$ cat config.mk
export PLATFORM = sky130hd
export DESIGN_NAME = keypad_scan_flat
export DESIGN_NICKNAME = d
export VERILOG_FILES = /design/src/rtl/keypad_pkg.sv /design/src/rtl/keypad_scan_if.sv /design/src/rtl/sync_2ff.sv /design/src/rtl/keypad_scan.sv /design/src/flat_wrapper.sv
export SDC_FILE = /design/constraint.sdc
export NUM_CORES = 1
export LEC_CHECK = 0
export BUFFER_PORTS_ARGS = -buffer_cell sky130_fd_sc_hd__buf_2
export CAP_MARGIN = 20
export CELL_PAD_IN_SITES_DETAIL_PLACEMENT = 1
export CELL_PAD_IN_SITES_GLOBAL_PLACEMENT = 2
export CORE_MARGIN = 2
export CORE_UTILIZATION = 35
export DETAILED_ROUTE_END_ITERATION = 10
export GPL_TIMING_DRIVEN = 1
export PLACE_DENSITY = 0.81
export SYNTH_ARGS = -nofsm -noshare
export SYNTH_HDL_FRONTEND = slang
export SYNTH_SLANG_ARGS = --single-unit
export TNS_END_PERCENT = 1
$ cat constraint.sdc
create_clock -name clk -period 2 [get_ports clk]
set_input_delay 0.3 -clock clk [delete_from_list [all_inputs] [get_ports clk]]
set_output_delay 0.3 -clock clk [all_outputs]
set_load 0.02 [all_outputs]
$ cat src/rtl/keypad_pkg.sv
// Shared types for the keypad scanner: FSM state encoding and the 4x4 key map.
package keypad_pkg;

  typedef enum logic [1:0] {
    SCAN     = 2'd0,
    DEBOUNCE = 2'd1,
    HELD     = 2'd2,
    RELEASE  = 2'd3
  } state_e;

  // Entry (row*4 + col), rows top to bottom, columns left to right.
  localparam logic [0:15][3:0] KEY_MAP = {
    4'h1, 4'h2, 4'h3, 4'hA,
    4'h4, 4'h5, 4'h6, 4'hB,
    4'h7, 4'h8, 4'h9, 4'hC,
    4'h0, 4'hF, 4'hE, 4'hD
  };

  function automatic logic [3:0] key_lookup(input logic [1:0] row, input logic [1:0] col);
    return KEY_MAP[{row, col}];
  endfunction

endpackage

$ cat src/rtl/keypad_scan_if.sv
// Keypad pin bundle plus decoded key outputs; master is the scanner side.
interface keypad_scan_if;
  logic [3:0] row;
  logic [3:0] col;
  logic [3:0] key_code;
  logic       key_valid;
  logic       key_held;
  logic       key_release;

  modport master (
    input  row,
    output col, key_code, key_valid, key_held, key_release
  );

  modport slave (
    output row,
    input  col, key_code, key_valid, key_held, key_release
  );
endinterface

$ cat src/rtl/sync_2ff.sv
// Two-flop synchronizer for asynchronous inputs, with a selectable reset value.
module sync_2ff #(
  parameter int                 WIDTH   = 1,
  parameter logic [WIDTH-1:0]   RST_VAL = '0
) (
  input  logic             clk,
  input  logic             rst,
  input  logic [WIDTH-1:0] d_i,
  output logic [WIDTH-1:0] q_o
);
  logic [WIDTH-1:0] meta_q;
  logic [WIDTH-1:0] sync_q;

  always_ff @(posedge clk or posedge rst) begin
    if (rst) begin
      meta_q <= RST_VAL;
      sync_q <= RST_VAL;
    end else begin
      meta_q <= d_i;
      sync_q <= meta_q;
    end
  end

  assign q_o = sync_q;
endmodule

$ cat src/rtl/keypad_scan.sv
// 4x4 matrix keypad scanner: column rotation, per-sample debounce of press and
// release on the latched row, registered key code and event pulses.
module keypad_scan
  import keypad_pkg::*;
#(
  parameter int COL_CYCLES = 50_000,
  parameter int DB_SAMPLES = 4
) (
  input  logic          clk,
  input  logic          rst,
  keypad_scan_if.master kp
);
  localparam int                 CNT_W      = (COL_CYCLES > 1) ? $clog2(COL_CYCLES) : 1;
  localparam int                 MATCH_W    = $clog2(DB_SAMPLES + 1);
  localparam logic [CNT_W-1:0]   CNT_LAST   = CNT_W'(COL_CYCLES - 1);
  localparam logic [MATCH_W-1:0] MATCH_FULL = MATCH_W'(DB_SAMPLES);
  localparam logic [MATCH_W-1:0] MATCH_ONE  = MATCH_W'(1);

  logic [3:0]         rs;
  logic [CNT_W-1:0]   cnt_q, cnt_d;
  state_e             state_q, state_d;
  logic [1:0]         col_idx_q, col_idx_d;
  logic [1:0]         row_idx_q, row_idx_d;
  logic [MATCH_W-1:0] match_q, match_d;
  logic [MATCH_W-1:0] match_inc;
  logic [3:0]         key_code_q, key_code_d;
  logic               key_valid_q, key_valid_d;
  logic               key_held_q, key_held_d;
  logic               key_release_q, key_release_d;
  logic               sample;
  logic               row_low;

  function automatic logic [1:0] lowest_low(input logic [3:0] r);
    lowest_low = 2'd0;
    for (int i = 3; i >= 0; i--) begin
      if (!r[i]) lowest_low = 2'(i);
    end
  endfunction

  function automatic logic [MATCH_W-1:0] sat_inc(input logic [MATCH_W-1:0] v);
    return (v == MATCH_FULL) ? v : v + MATCH_ONE;
  endfunction

  sync_2ff #(.WIDTH(4), .RST_VAL(4'hF)) u_row_sync (
    .clk (clk),
    .rst (rst),
    .d_i (kp.row),
    .q_o (rs)
  );

  assign sample    = (cnt_q == CNT_LAST);
  assign row_low   = ~rs[row_idx_q];
  assign match_inc = sat_inc(match_q);

  always_ff @(posedge clk or posedge rst) begin
    if (rst) begin
      cnt_q         <= '0;
      state_q       <= SCAN;
      col_idx_q     <= 2'd0;
      row_idx_q     <= 2'd0;
      match_q       <= '0;
      key_code_q    <= 4'h0;
      key_valid_q   <= 1'b0;
      key_held_q    <= 1'b0;
      key_release_q <= 1'b0;
    end else begin
      cnt_q         <= cnt_d;
      state_q       <= state_d;
      col_idx_q     <= col_idx_d;
      row_idx_q     <= row_idx_d;
      match_q       <= match_d;
      key_code_q    <= key_code_d;
      key_valid_q   <= key_valid_d;
      key_held_q    <= key_held_d;
      key_release_q <= key_release_d;
    end
  end

  // Only the latched row is looked at outside SCAN, so a second key is ignored.
  always_comb begin
    cnt_d         = sample ? '0 : cnt_q + CNT_W'(1);
    state_d       = state_q;
    col_idx_d     = col_idx_q;
    row_idx_d     = row_idx_q;
    match_d       = match_q;
    key_code_d    = key_code_q;
    key_valid_d   = 1'b0;
    key_held_d    = key_held_q;
    key_release_d = 1'b0;
    if (sample) begin
      case (state_q)
        SCAN: begin
          if (rs == 4'hF) begin
            col_idx_d = col_idx_q + 2'd1;
          end else begin
            row_idx_d = lowest_low(rs);
            match_d   = MATCH_ONE;
            state_d   = DEBOUNCE;
          end
        end
        DEBOUNCE: begin
          if (row_low) begin
            match_d = match_inc;
            if (match_inc == MATCH_FULL) begin
              state_d     = HELD;
              key_code_d  = key_lookup(row_idx_q, col_idx_q);
              key_valid_d = 1'b1;
              key_held_d  = 1'b1;
            end
          end else begin
            state_d   = SCAN;
            col_idx_d = col_idx_q + 2'd1;
          end
        end
        HELD: begin
          if (!row_low) begin
            state_d = RELEASE;
            match_d = MATCH_ONE;
          end
        end
        RELEASE: begin
          if (!row_low) begin
            match_d = match_inc;
            if (match_inc == MATCH_FULL) begin
              state_d       = SCAN;
              col_idx_d     = col_idx_q + 2'd1;
              key_release_d = 1'b1;
              key_held_d    = 1'b0;
            end
          end else begin
            state_d = HELD;
          end
        end
        default: state_d = SCAN;
      endcase
    end
  end

  assign kp.col         = ~(4'b0001 << col_idx_q);
  assign kp.key_code    = key_code_q;
  assign kp.key_valid   = key_valid_q;
  assign kp.key_held    = key_held_q;
  assign kp.key_release = key_release_q;
endmodule

$ cat src/flat_wrapper.sv
// flat-port wrapper written by rule: the top's interface ports become plain ports
module keypad_scan_flat import keypad_pkg::*;
#(
  parameter int COL_CYCLES = 50_000,
  parameter int DB_SAMPLES = 4
)
  (clk, rst, kp_row, kp_col, kp_key_code, kp_key_valid, kp_key_held, kp_key_release);
  keypad_scan_if kp_i ();
  input  logic clk;
  input  logic rst;
  input wire logic [$bits(kp_i.row)-1:0] kp_row;
  output wire logic [$bits(kp_i.col)-1:0] kp_col;
  output wire logic [$bits(kp_i.key_code)-1:0] kp_key_code;
  output wire logic [$bits(kp_i.key_valid)-1:0] kp_key_valid;
  output wire logic [$bits(kp_i.key_held)-1:0] kp_key_held;
  output wire logic [$bits(kp_i.key_release)-1:0] kp_key_release;
  assign kp_i.row = kp_row;
  assign kp_col = kp_i.col;
  assign kp_key_code = kp_i.key_code;
  assign kp_key_valid = kp_i.key_valid;
  assign kp_key_held = kp_i.key_held;
  assign kp_key_release = kp_i.key_release;
  keypad_scan #(.COL_CYCLES(COL_CYCLES), .DB_SAMPLES(DB_SAMPLES)) u_core (.clk(clk), .rst(rst), .kp(kp_i));
endmodule
==> metrics.md, run 1 <==
| Metric | Value |
|---|---|
| Final hold vios | `0` |
| Worst Setup Start Kind | `flip-flop` |
| Nets | `260` |
| Initial Utilization | `36.1%` |
| Worst R2R Setup Slack | `0.003 ns` |
| R2R depth | `5` |
| Syn_nets | `208` |
| CP required | `between 2 and 2.5 ns` |
| Compound-Gate Fraction of Synth Area | `9.26%` |
| Worst-path clk slew | `roughly 0.080 ns` |
| Grt ovf | `0` |
| Final period util | `99.8%` |
| Inserted Clock Buffers | `5` |
| Synthesized cell area | `between 2000 and 2500 um2` |
| CTS root buf | `clkbuf_8` |
| Clk Latency, worst-skew pair | `0.29 ns` |
| Reg2reg end | `u_core.kp.key_held` |
| H-tree lvl count | `2` |
| Clk pwr share | `44.2%` |
| YS warnings | `0` |
| Sw Share | `21.8%` |
| NetSw | `0.337 mW` |
| Routed vias | `1626` |
| Most common cell in the netlist | `dfrtp_1` |
| Critical Path, Cell by Cell | `or4_4, nor4_4, buf_4, a21oi_1, or3b_1` |
| Flop pwr share | `53.6%` |
| HPWL Detailed | `3670 um` |
| Pre-CTS setup slack | `-0.0738 ns` |
| DRC viols | `0` |
| Syn avg cell area | `11.0 um2` |
| Row cnt | `28` |
| Critical hold path startpoint | `kp_row[2]` |
| Port buffer count | `16` |
| Reported max-cap violation count | `0` |
| Layout cell share with drive strength beyond 1 | `35.8%` |
| HP Class | `primary input to flip-flop` |
| Combinational power share | `2.2%` |
| RSZ-0062 raised after global routing | `true` |
| Post-synth cell types | `46` |
| Total power draw | `about 1.5 mW` |
| FFs w/ async S/R, synth | `100%` |
| Slowest-stage cell, CP | `or4_4` |
| #FFs+latches synth | `40` |
| Worst Tran Pin Value | `0.506 ns` |
| Core area | `5890 um2` |
| Main combinational cell family by area after synthesis | `simple AND/OR/NAND/NOR gates` |
| Final min period | `2.00 ns` |
| Final antenna-violating net count | `0` |
| Leak | `1.25 nW` |
| All-layer global routing usage | `15.4%` |
| Sink Count | `40` |
| First-pass GRT wire length | `7870 um` |
| Drt via density | `about 5` |
| Achievable Freq | `501 MHz` |
| CTS tree | `yes` |
| Delay of the slowest cell on the worst path | `0.55 ns` |
| Final max-slew violation count | `0` |
| P&R area growth vs syn | `26.6%` |
| EDFF count, synth | `0` |
| Origin of the critical flop-to-flop path | `u_core.cnt_q[7]` |
| DRT Pass-1 Iters | `4` |
| WL/cell | `about 15 um` |
| Initial DRC count | `70` |
| Largest net degree at the start of global routing | `41` |
| Final instance area | `2690 um2` |
| WP data arrival | `2.16 ns` |
| Area share of the leading cell type in the synthesized netlist | `approximately 38%` |
| Pint | `approximately 1.2 mW` |
| P per Cell Area | `576 nW/um2` |
| Ports | `17` |
| Adder-cell area share of the yosys netlist | `5.31%` |
| Max Root-Sink Buffers | `2` |
| Clock skew | `0.00881 ns` |
| Fin worst setup slack | `around 0.0032 ns` |
| Area contributors post-synth | `dfrtp_1, dfstp_2, ha_1` |
| Critical Setup Path Class | `flip-flop to flip-flop` |
| DRT Wirelength | `roughly 4800 um` |
| Die area | `about 6700 um2` |
| DP Area | `2510 um2` |
| Cells after Synth | `between 150 and 200` |
| Sequential cell area fraction in the yosys report | `47.6%` |
| Final TNS setup | `0 ns` |
| Die height | `just over 80 um` |
| N_diodes | `0` |
| Vias in the first global route | `1658` |
| Crit path max fanout | `4` |
| CP startpoint | `u_core.cnt_q[7]` |
| Crit path to | `u_core.kp.key_held` |
| Initial antenna violation count | `0` |
| Top cell type by total area after synthesis | `dfrtp_1` |
| Final setup viols | `0` |
| Die Width | `around 82 um` |
| Most frequent cells after synthesis | `dfrtp_1, inv_1, nor2_1` |
| Max rail drop VDD | `roughly 0.0004 V` |
| Area fraction in and, or, nand and nor cells after synthesis | `around 22%` |
| Slew margin rel. | `around two thirds` |
| Most used DFF post-synth | `dfrtp_1` |
| Multiplexer share of the synthesized area | `roughly 6.2%` |
| Status | `finished clean` |
| XOR/XNOR share of the synthesized area | `under 10%` |
| RD Place Congestion | `0.772` |
| Crit path capture type | `flip-flop` |
## per-stage QoR
stage,cells,hold WS [ns],utilization [%]
global route,321,0.0826,45.6
global placement,310,0.346,42.6
finish,321,0.0968,45.6
CTS,319,0.0881,45.1
floorplan,193,0.304,-
detailed placement,310,0.347,42.6
## sequential cells by signal (all words and copies together) (netlist names), 2 cells and up, named ones only
name	flops
u_core.u_row_sync.meta_q	4
u_core.row_idx_q	2
u_core.u_row_sync.q_o	4
u_core.match_q	3
u_core.cnt_q	16
u_core.kp.key_code	4
u_core.col_idx_q	2
## layout make-up
cell class | instances | area [um2]
well taps | 75 | 93.8
multi-input cells | 132 | 1070
flip-flops and latches | 40 | 1010
inverters | 16 | 60.1
clock inverters | 3 | 46.3
fillers | 663 | 3200
repair buffers | 50 | 335
clock buffers | 5 | 68.8
## cell families (layout without fill, tap and decap cells)
kind of cell    Yosys count  in the layout
xor+xnor                 15             15
simple gates             70             70
compound gates           29             29
mux                       9              9
flops                    40             40
fa+ha+maj                 9              9
buf+inv                  21             74
## layout by cell type, fill, tap and decap left out, drive strengths merged, types with 2 or more instances in the layout
cell     netlist  layout
nand3          8       8
mux2i          3       3
inv           16      17
xnor2         10      10
nor2          13      13
ha             9       9
xor2           5       5
nand4          6       6
o2111ai        2       2
a21oi          6       6
nand2          9       9
or4bb          2       2
clkbuf         3       5
or4            2       2
nor4           4       4
dfrtp         32      32
nor3b          2       2
dfstp          8       8
mux2           4       4
mux4           2       2
nor3           6       6
nand4b         3       3
a211oi         2       2
or4b           3       3
buf            2      50
o211ai         3       3
a31oi          6       6
o21ai          5       5
nor2b          2       2
and2           4       4
## worst max-delay path, delay by kind of cell, from the launching register on
kind	cells	cell delay, ns
flops	1	0.39
simple gates	3	1.21
compound gates	1	0.06
buf+inv	1	0.20
## routing by layer
layer	share of wire [%]	up-vias	global-route usage, %	wire length, um
li1	-	798	-	-
met1	45	806	19.5	2170
met2	52	17	27.0	2490
met3	2.3	5	2.97	110
met4	0.62	0	3.50	30
met5	0	-	0	0
## power groups by stage
stage | combinational (mW) | clock [mW] | sequential, mW
finish | 0.0345 | 0.683 | 0.829
floorplan | 0.0208 | 0 | 0.842
detailed placement | 0.0362 | 0 | 0.844
CTS | 0.0362 | 0.701 | 0.829
global placement | 0.0347 | 0 | 0.844
global route | 0.0396 | 0.726 | 0.830
## what timing repair did
item | CTS | global route
endpoints found under the hold margin | 0 | 0
setup buffers | 1 | 2
resized for setup | 6 | 4
gates cloned | 0 | 0
endpoints found under the setup margin | 9 | 11
hold buffers | 0 | 0
pin swaps | 1 | 1
## how the worst min path moves through the flow
stage                                  endpoint  cells after the start
global route        u_core.u_row_sync.meta_q[1]                      1
finish              u_core.u_row_sync.meta_q[2]                      1
CTS                 u_core.u_row_sync.meta_q[2]                      1
detailed placement     u_core.u_row_sync.q_o[2]                      0
global placement       u_core.u_row_sync.q_o[0]                      0
floorplan           u_core.u_row_sync.meta_q[0]                      0
Note: power is estimated with default switching activity, not from simulation.
==> inputs of run 2 (changes only) <==
Settings changed: CELL_PAD_IN_SITES_DETAIL_PLACEMENT 1 to default, CELL_PAD_IN_SITES_GLOBAL_PLACEMENT 2 to default, CORE_ASPECT_RATIO from default to 0.8, CORE_UTILIZATION 35 to 42, PLACE_DENSITY 0.81 to 0.69, RECOVER_POWER from default to 25.
==> run 2 against run 1 <==
Clock skew increased by 0.0019 ns. Critical endpoint is now u_core.state_q[0]. Final area fell by 1.1%. Count of clock-buffer cells in the layout up 1. The flow now finishes with violations (setup timing). Register-to-register slack worse by 0.03 ns. Utilization grew 8.0 points. Sequential share of layout area is 0.43 points higher. Critical path depth rose by 3. First-iteration DRC count is 13% higher.
==> metrics.md, run 2 (synthesis gave the netlist of run 1 again) <==
| Metric | Value |
|---|---|
| Status | `complete, but fails checks` |
| Failing checks | `setup timing` |
| Initial DRC count | `79` |
| Final period util | `102%` |
| Combinational power share | `2.1%` |
| Leak | `1.24 nW` |
| Clk pwr share | `between 40 and 50%` |
| Met2 WL post-DR | `about 1900 um` |
| Critical Path, Cell by Cell | `inv_2, ha_4, or4bb_1, o211ai_1, buf_4, buf_4, o21ai_0, a22o_1` |
| Pint | `1.24 mW` |
| Top cell by count, worst path | `buf_4` |
| Critical Setup Path Class | `flip-flop to flip-flop` |
| Reg2reg end | `u_core.state_q[0]` |
| Worst Tran Pin Value | `between 0.9 and 1 ns` |
| Met3 routed WL | `169 um` |
| Die area | `5640 um2` |
| R2R depth | `8` |
| DRT Wirelength | `about 4200 um` |
| All-layer global routing usage | `approximately 17%` |
| Final hold vios | `0` |
| M1 WL | `2050 um` |
| Max reg flops | `16` |
| WP data arrival | `2.21 ns` |
| P&R area growth vs syn | `25.2%` |
| Crit path to | `u_core.state_q[0]` |
| Most frequent cells in the layout | `dfrtp_1, buf_4, buf_2` |
| Drt via density | `approximately 5.2` |
| Crit path max fanout | `3` |
| Min-Delay Path Depth | `1` |
| First-pass GRT wire length | `7450 um` |
| Final antenna-violating net count | `0` |
| Initial antenna violation count | `0` |
| Placed insts | `293` |
| Max Root-Sink Buffers | `2` |
| Initial Utilization | `42.9%` |
| Worst-path clk slew | `0.08 ns` |
| Clock skew | `roughly 0.011 ns` |
| DP Area | `2460 um2` |
| Reported max-cap violation count | `0` |
| Sw Share | `20.6%` |
| Sink Count | `40` |
| Max rail drop VDD | `0.000472 V` |
| H-tree lvl count | `2` |
| Die height | `67.6 um` |
| Flop pwr share | `53.1%` |
| DRT Pass-1 Iters | `4` |
| Origin of the critical flop-to-flop path | `u_core.match_q[0]` |
| Worst Setup Start Kind | `flip-flop` |
| Largest net degree at the start of global routing | `41` |
| CTS tree | `yes` |
| WL/cell | `between 10 and 15 um` |
| Slowest-stage cell, CP | `or4bb_1` |
| Fin worst setup slack | `-0.0310 ns` |
| Die Width | `83.5 um` |
| N_diodes | `0` |
| HPWL Detailed | `2980 um` |
| Inserted Clock Buffers | `5` |
| Slew margin rel. | `36.3%` |
| CP startpoint | `u_core.match_q[0]` |
| P per Cell Area | `roughly 600 nW/um2` |
| Clk Latency, worst-skew pair | `about 0.3 ns` |
| Largest register by flop count | `u_core.cnt_q` |
| Vias in the first global route | `1581` |
| Grt ovf | `0` |
| Commonest non-fill, non-tap cell in the layout | `dfrtp_1` |
| Max Used Layer | `met4` |
| Final min period | `2.03 ns` |
| Final setup viols | `4` |
| Final max-slew violation count | `0` |
| Fin cells | `304` |
| Delay of the slowest cell on the worst path | `0.46 ns` |
| CP required | `2.18 ns` |
| Final instance area | `2660 um2` |
| Core area | `4950 um2` |
| HP Class | `primary input to flip-flop` |
| RSZ-0062 raised after global routing | `true` |
| Achievable Freq | `492 MHz` |
| Nets | `between 200 and 300` |
| CTS root buf | `clkbuf_8` |
| RD Place Congestion | `0.799` |
| Routed vias | `1584` |
| Crit path capture type | `flip-flop` |
| Layout cell share with drive strength beyond 1 | `a little over a third` |
| Ports | `17` |
| Filler cells | `between 400 and 500` |
| DRC viols | `0` |
| Row cnt | `23` |
| Post-layout util | `53.7%` |
| NetSw | `between 0.3 and 0.4 mW` |
| Worst R2R Setup Slack | `-0.03 ns` |
| Port buffer count | `16` |
## run 2: repair_timing
item                                    in CTS  in global routing
gates resized for setup                      6                  7
endpoints found under the setup margin      13                 12
hold buffers                                 0                  0
pin swaps                                    1                  3
setup buffers                                2                  1
## run 2: metal layers
layer,up-vias,GRT usage (%)
met5,-,0
met1,754,22.8
met2,27,26.3
li1,797,-
met4,0,4.23
met3,6,5.13
## run 2: per-stage QoR
step	setup slack, ns	power (mW)	hold WS (ns)	setup TNS (ns)
finish	-0.0310	1.56	0.0921	-0.0466
detailed placement	-0.140	0.879	0.348	-0.827
global route	-0.114	1.62	0.0750	-0.667
global placement	-0.0421	0.878	0.346	-0.123
CTS	0.00953	1.58	0.0828	0
floorplan	-0.0877	0.863	0.304	-0.346
## run 2: power by group through the flow
stage	Combinational [mW]	Clock, mW	Sequential (mW)
2_1_floorplan	0.0208	0	0.842
3_3_place_gp	0.0342	0	0.843
3_5_place_dp	0.0347	0	0.844
4_1_cts	0.0348	0.715	0.829
5_1_grt	0.0388	0.752	0.831
6_report	0.0329	0.700	0.829
## run 2: how the worst min path moves through the flow
| stage | slack [ns] | startpoint | to |
|---|---|---|---|
| floorplan | 0.30 | kp_row[0] | u_core.u_row_sync.meta_q[0] |
| global placement | 0.35 | u_core.u_row_sync.meta_q[3] | u_core.u_row_sync.q_o[3] |
| detailed placement | 0.35 | u_core.u_row_sync.meta_q[2] | u_core.u_row_sync.q_o[2] |
| CTS | 0.08 | kp_row[1] | u_core.u_row_sync.meta_q[1] |
| global route | 0.08 | kp_row[2] | u_core.u_row_sync.meta_q[2] |
| finish | 0.09 | kp_row[1] | u_core.u_row_sync.meta_q[1] |
## run 2: critical path: cells and delay by family (launching register included)
family	cells	cell delay, ns
compound gates	3	0.46
fa+ha+maj	1	0.21
buf+inv	3	0.39
flops	1	0.39
simple gates	1	0.46
## run 2: area by class of cell
type | count | area (um2) | area share [%]
repair buffers | 46 | 307 | 11.5
multi-input cells | 132 | 1080 | 40.7
flip-flops and latches | 40 | 1010 | 38.1
clock buffers | 6 | 82.6 | 3.11
inverters | 16 | 60.1 | 2.26
clock inverters | 2 | 38.8 | 1.46
well taps | 62 | 77.6 | 2.92
